==> src/rtl/pc_ctrl_if.sv <==
// Front-end control bus between the decode latch and the PC controller.
// master drives decode/hazard info, slave returns fetch address and status.
interface pc_ctrl_if;
    logic [15:0] instr;
    logic        branch_taken;
    logic [15:0] jr_addr;
    logic        stall;
    logic [15:0] pc;
    logic [15:0] link_addr;
    logic        flush;
    logic        halted;

    modport master (
        output instr, branch_taken, jr_addr, stall,
        input  pc, link_addr, flush, halted
    );

    modport slave (
        input  instr, branch_taken, jr_addr, stall,
        output pc, link_addr, flush, halted
    );
endinterface

==> src/rtl/pc_ctrl.sv <==
// WISC front-end PC/redirect controller.
// Selects next fetch address, squashes wrong-path decode, freezes on HLT.
module pc_ctrl #(
    parameter logic [15:0] RESET_PC = 16'h0000
) (
    input  logic      clk,
    input  logic      rst,
    pc_ctrl_if.slave  bus
);
    localparam logic [3:0] OP_B   = 4'hC;
    localparam logic [3:0] OP_JAL = 4'hD;
    localparam logic [3:0] OP_JR  = 4'hE;
    localparam logic [3:0] OP_HLT = 4'hF;

    typedef enum logic [1:0] {
        FLUSH = 2'd0,
        RUN   = 2'd1,
        HALT  = 2'd2
    } state_t;

    state_t      state;
    state_t      state_nxt;
    logic [15:0] pc_q;
    logic [15:0] pc_nxt;
    logic [15:0] id_pc;
    logic [15:0] id_pc_nxt;

    logic [3:0]  opcode;
    logic        is_b;
    logic        is_jal;
    logic        is_jr;
    logic        is_hlt;
    logic        redirect;
    logic [15:0] id_pc_inc;
    logic [15:0] b_off;
    logic [15:0] jal_off;
    logic [15:0] target;

    assign opcode    = bus.instr[15:12];
    assign is_b      = (opcode == OP_B);
    assign is_jal    = (opcode == OP_JAL);
    assign is_jr     = (opcode == OP_JR);
    assign is_hlt    = (opcode == OP_HLT);
    assign redirect  = (is_b && bus.branch_taken) || is_jal || is_jr;

    assign id_pc_inc = id_pc + 16'd1;
    assign b_off     = {{8{bus.instr[7]}}, bus.instr[7:0]};
    assign jal_off   = {{4{bus.instr[11]}}, bus.instr[11:0]};

    always_comb begin
        target = bus.jr_addr;
        unique case (1'b1)
            is_b:    target = id_pc_inc + b_off;
            is_jal:  target = id_pc_inc + jal_off;
            default: target = bus.jr_addr;
        endcase
    end

    always_ff @(posedge clk) begin
        if (rst) begin
            pc_q  <= RESET_PC;
            id_pc <= RESET_PC;
            state <= FLUSH;
        end else begin
            pc_q  <= pc_nxt;
            id_pc <= id_pc_nxt;
            state <= state_nxt;
        end
    end

    // stall freezes everything; deferred actions re-evaluate when it drops
    always_comb begin
        pc_nxt    = pc_q;
        id_pc_nxt = id_pc;
        state_nxt = state;
        if (!bus.stall) begin
            unique case (state)
                FLUSH: begin
                    id_pc_nxt = pc_q;
                    pc_nxt    = pc_q + 16'd1;
                    state_nxt = RUN;
                end
                RUN: begin
                    if (is_hlt) begin
                        state_nxt = HALT;
                    end else if (redirect) begin
                        pc_nxt    = target;
                        state_nxt = FLUSH;
                    end else begin
                        id_pc_nxt = pc_q;
                        pc_nxt    = pc_q + 16'd1;
                    end
                end
                HALT: begin
                    state_nxt = HALT;
                end
                default: begin
                    state_nxt = FLUSH;
                end
            endcase
        end
    end

    assign bus.pc        = pc_q;
    assign bus.link_addr = id_pc_inc;
    assign bus.flush     = (state == FLUSH);
    assign bus.halted    = (state == HALT);
endmodule

==> src/flat_wrapper.sv <==
// flat-port wrapper written by rule: the top's interface ports become plain ports
module pc_ctrl_flat 
#(
    parameter logic [15:0] RESET_PC = 16'h0000
)
  (clk, rst, bus_instr, bus_branch_taken, bus_jr_addr, bus_stall, bus_pc, bus_link_addr, bus_flush, bus_halted);
  pc_ctrl_if bus_i ();
  input  logic clk;
  input  logic rst;
  input wire logic [$bits(bus_i.instr)-1:0] bus_instr;
  input wire logic [$bits(bus_i.branch_taken)-1:0] bus_branch_taken;
  input wire logic [$bits(bus_i.jr_addr)-1:0] bus_jr_addr;
  input wire logic [$bits(bus_i.stall)-1:0] bus_stall;
  output wire logic [$bits(bus_i.pc)-1:0] bus_pc;
  output wire logic [$bits(bus_i.link_addr)-1:0] bus_link_addr;
  output wire logic [$bits(bus_i.flush)-1:0] bus_flush;
  output wire logic [$bits(bus_i.halted)-1:0] bus_halted;
  assign bus_i.instr = bus_instr;
  assign bus_i.branch_taken = bus_branch_taken;
  assign bus_i.jr_addr = bus_jr_addr;
  assign bus_i.stall = bus_stall;
  assign bus_pc = bus_i.pc;
  assign bus_link_addr = bus_i.link_addr;
  assign bus_flush = bus_i.flush;
  assign bus_halted = bus_i.halted;
  pc_ctrl #(.RESET_PC(RESET_PC)) u_core (.clk(clk), .rst(rst), .bus(bus_i));
endmodule
==> config.mk <==
export PLATFORM = sky130hd
export DESIGN_NAME = pc_ctrl_flat
export DESIGN_NICKNAME = d
export VERILOG_FILES = /design/src/rtl/pc_ctrl_if.sv /design/src/rtl/pc_ctrl.sv /design/src/flat_wrapper.sv
export SDC_FILE = /design/constraint.sdc
export NUM_CORES = 1
export LEC_CHECK = 0
export CORE_UTILIZATION = 50
export DETAILED_ROUTE_END_ITERATION = 7
export GPL_ROUTABILITY_DRIVEN = 0
export PLACE_DENSITY_LB_ADDON = 0.1
export SLEW_MARGIN = 10
export SYNTH_ARGS = -nofsm -noshare
export SYNTH_HDL_FRONTEND = slang
export SYNTH_SLANG_ARGS = --single-unit
==> constraint.sdc <==
create_clock -name clk -period 4 [get_ports clk]
set_input_delay 0.4 -clock clk [delete_from_list [all_inputs] [get_ports clk]]
set_output_delay 0.4 -clock clk [all_outputs]
set_load 0.005 [all_outputs]
# Word level (Yosys, flattened, before mapping)
# Cells that the tools add are included.
# word_totals
regBits	34
word_cells	35
# classes
add_sub_neg	4
n_eq_ne	9
muxes	10
bitwise	1
n_reduce_logical	8
# ops
op	count
$pmux 16 s2	3
$mux 16	4
$add 16x1->16 const B	2
$add 16x16->16	2
$eq 4x4->1 const B	4
$pmux 2 s3	1
$mux 2	2
$ne 2x2->1 const B	2
$reduce_and 4->1	1
$ne 3x1->1 const B	1
$reduce_and 3->1	1
$eq 2x1->1 const B	1
$eq 2x2->1 const B	1
$logic_not 2->1	1
$logic_or 1x1->1	2
$reduce_and 2->1	1
$reduce_bool 2->1	1
$logic_and 1x1->1	1
$not 1->1	1

# Logic depth before layout (Yosys ltp)
# depth
word_depth	7
depth_mapped	13
depth_no_buf	13

# Worst setup path before layout
# No wires, ideal clock.
# synth_path
path_kind	register -> register
start	reg u_core.id_pc[0]
end	reg u_core.pc_q[15], in the netlist u_core.bus.pc[15]
setup_time_ps	80
t_arrival_ps	2880
required_time_ps	3920
setup_slack_ps	1040
stages_incl_launch_ff	14
path_buffers	0
period_less_slack_ps	2960
path_cell_list	dfxtp_1 ha_1 nand4_1 nor2_1 xor2_1 ha_1 a21o_1 a21oi_1 o31ai_1 maj3_1 a31oi_2 o2111ai_2 xnor2_1 a211oi_2
# synth_between
elab_chain_len	6
elab_cells_between_ends	7
classes_between	3 x add/sub; 4 x mux
# synth_lines
item	line_no	text
from (decl)	pc_ctrl.sv:25	logic [15:0] id_pc;
from (signal assigned)	pc_ctrl.sv:66	id_pc <= id_pc_nxt;
$add 16x1->16 *	pc_ctrl.sv:46	assign id_pc_inc = id_pc + 16'd1;
net bus_link_addr[6]	flat_wrapper.sv:15	output wire logic [$bits(bus_i.link_addr)-1:0] bus_link_addr;
$add 16x16->16 (on tied branches)	pc_ctrl.sv:54, pc_ctrl.sv:53	
$pmux 16 s2 *	pc_ctrl.sv:52	unique case (1'b1)
$mux 16 *	pc_ctrl.sv:86	end else if (redirect) begin
$mux 16 *	pc_ctrl.sv:84	if (is_hlt) begin
$pmux 16 s2 *	pc_ctrl.sv:77	unique case (state)
to (signal assigned)	pc_ctrl.sv:65	pc_q <= pc_nxt;
to (decl)	pc_ctrl.sv:23	logic [15:0] pc_q;
# The timed path passes the listed nets; every way through them passes the cells marked *. The select of a mux whose other input is x is not followed.
# A chain may end at the register's enable or synchronous reset.

# Final worst setup path
# layout_path
start	reg u_core.id_pc[0]
end	reg u_core.pc_q[15], in the netlist u_core.bus.pc[15]
# layout_between
elab_chain_len	6
elab_cells_between_ends	7
classes_between	3 x add/sub; 4 x mux
# layout_lines
item	line_no
$add 16x1->16 *	pc_ctrl.sv:46
$add 16x16->16 (on tied branches)	pc_ctrl.sv:54, pc_ctrl.sv:53
$pmux 16 s2 *	pc_ctrl.sv:52
$mux 16 *	pc_ctrl.sv:86
$mux 16 *	pc_ctrl.sv:84
$pmux 16 s2 *	pc_ctrl.sv:77
# Mark *: on every way between the ends. The rest lies on a longest branch, timed or not. The select of a mux whose other input is x is not followed.

==> results.cfg <==
[route]
vias_per_cell = 5.778
finalWirelength_mm = 8.250
drc = 0
num_vias = 3051
ant_nets = 0
wl_per_cell_um = 15.63
dr.pass1.iters = 5
drtIter0Drc = 219

[grt]
grt_start_max_net_pins = 34
grt.total_usage = 0.2847
grt_pass1_wl_mm = 13.56
antenna_found_initial = 0
grt_pass1_vias = 2804
gr-total-overflow = 0

[sta]
fin_crit_sh = 0.8280
hold_slack_ns = 0.4721
rsz0062_at_grt = no
setup_viol = 0
max_freq_mhz = 301.9
slew_headroom = 0.4876
hold_violations = 0
fin_setup_tns_ns = 0
slew_violations = 0
worstMarginPinSlew_ns = 0.7663
fin_skew_ns = 0.005002
fin_ws_ns = 0.6881
fin_crit_ns = 3.312

[clocking]
cts_hold_buf = 0
cts_inserted_buffers = 5
cts.path.max_buffers = 2
cts_tree = built
post_cts_buffers = 0
htree_levels = 2
cts_sinks = 34
cts_root_buffer = clkbuf_8
cts_resized = 0
clock_latency_ns = 0.28
clkTransAtPathRegs_ns = 0.07

[setup_path]
crit_start = u_core.id_pc[0]
startpoint_type = flop
worstPathMaxFanout = 5
cpMostUsedCell = ha_1
slowest_delay_ns = 0.42
worst-setup-path-type = reg -> reg
cp_top_family = compound AO/OA/AOI/OAI gates
r2r_start = u_core.id_pc[0]
crit_chain = ha_1 > nand4_1 > nor2_1 > xor2_1 > ha_1 > a21o_1 > a21oi_1 > o31ai_1 > maj3_1 > a31oi_2 > o2111ai_2 > xnor2_1 > a211oi_2
crit_buf_inv = 0
cp.arrival_ns = 3.52
critPathCaptureType = flop
critPathSlowestCell = maj3_1
worstPathRequired_ns = 4.21

[pwr]
p_clk_frac = 0.365
peakVddDrop_uv = 247.2
netSwitchingPower_w = 0.0002178
power_frac_seq = 0.425
power_density_mw_per_mm2 = 224.9
power.total_w = 0.0008368
power.internal_w = 0.0006190
p_leak_nw = 1.362
swShare = 0.2603
comb_power_share = 0.210

[synthesis]
synthFlopType = dfxtp_1
ys_seq_elements = 34
synth-edff-count = 0
synth_area_leaders = dfxtp_1 24%, a21oi_1 9.3%, nand2_1 9.1%
yosysWarnings = 0
synth_nets = 444
synth_top_family_by_area = compound AO/OA/AOI/OAI gates
synth_top_area_cell = dfxtp_1
synth-compound-area-share = 0.2732
yosysTopAreaCellShare = 0.2398
ys_types = 60
yosys.area_share.simple = 0.2490
syn_avg_cell_area_um2 = 7.279
synth_xor_area_frac = 0.1036
synthArstFlopShare = 0
synth_fa_ha_area_frac = 0.08550
syn_inst = 390
synth-seq-area-share = 0.2398
syn_area_mm2 = 0.002839
synthMuxAreaShare = 0.007492

[final_layout]
syn2layout_area_growth_pct = 31.07
diodes = 0
fillCellCount = 481
mostFrequentLayoutCells = 69 x nand2_1, 69 x clkdlybuf4s50_1, 53 x a21oi_1, 34 x dfxtp_1, 27 x nor2_1
finalNonFillerCells = 528
drive_above_1_share = 0.07456
nNetsFinal = 509

[place]
hpwl_mm = 6.217
pre_cts_ws_ns = 0.7378
place_inst = 520
port-buffer-count = 69

[floorplan]
die_w_um = 77.35
start_util = 0.5187
ios = 70
dieArea_mm2 = 0.005983
die_height_um = 77.35
design.core.area_mm2 = 0.005473
num_rows = 27

[run_status]
status = completed

[hold_path]
hold_start = u_core.id_pc[13]
hp-class = reg -> reg

[job]
maxCapViolCount = 0
## power groups by stage
stage | Clock, W | Combinational (W) | Sequential (W)
after floorplan | 0 | 0.0000959 | 0.000360
after global placement | 0 | 0.000172 | 0.000363
after detailed placement | 0 | 0.000173 | 0.000363
after CTS | 0.000309 | 0.000175 | 0.000355
after global routing | 0.000322 | 0.000193 | 0.000356
final | 0.000305 | 0.000176 | 0.000355
## cells by family after synthesis
logic type      after synthesis
buf+inv                      30
flops                        34
mux                           2
fa+ha+maj                    19
compound gates              123
xor+xnor                     31
simple gates                151
## tightest hold or removal path, stage by stage, from the launching register on
cell	delay [ns]
dfxtp_1	0.31
nand2_1	0.05
a21oi_1	0.06
## area by class of cell
class,count,area [um^2],area share
inverter,10,37.54,0.01009
sequential,34,680.7,0.1829
timing repair buffer,78,758.2,0.2038
tap,72,90.09,0.02421
multi-input combinational,326,2048,0.5504
clock buffer,7,76.32,0.02051
clock inverter,1,30.03,0.008070
## through the flow
stage | instance area [um^2] | util
floorplan | 2839 | -
global placement | 3615 | 0.6605
detailed placement | 3615 | 0.6605
CTS | 3721 | 0.6799
finish | 3721 | 0.6799
global route | 3721 | 0.6799
## worst paths after layout
path | depth (start not counted) | slack, ns | endpoint
max reg2reg | 13 | 0.69 | u_core.bus.pc[15]
max | 13 | 0.69 | u_core.bus.pc[15]
min reg2reg | 2 | 0.47 | u_core.id_pc[13]
min | 2 | 0.47 | u_core.id_pc[13]
## layer usage
layer	GRT usage	vias to the layer above	routed length [um]
met1	0.4130	1371	3908
met4	0.08302	0	127
li1	-	1529	-
met5	0	-	0
met2	0.4416	142	3580
met3	0.03176	9	635
## state kept, by name (all words and copies together), names as in the netlist
register,flops
u_core.bus.pc,16
u_core.id_pc,16
u_core.state,2
## cells in the mapped netlist (2+ instances only)
library cell  count
a211oi_1          2
inv_1            10
a211oi_2          2
o31ai_1           2
nand2_1          69
clkbuf_1         16
a21o_1            2
nor2_1           27
o211ai_1          7
nor3_1            9
a311oi_1          2
xor2_2            2
ha_1             17
dfxtp_1          34
xor2_1            8
a31o_2            4
o21a_1            5
a31oi_1           4
and2_1            3
buf_1             2
o21ai_0          21
a21oi_1          53
nand3_1          16
nand3b_1          3
nand4_1           6
o21bai_1          4
or3_1             2
xnor2_1          20
and3_1            4
nor4_1            4
Note: power is estimated with default switching activity, not from simulation.
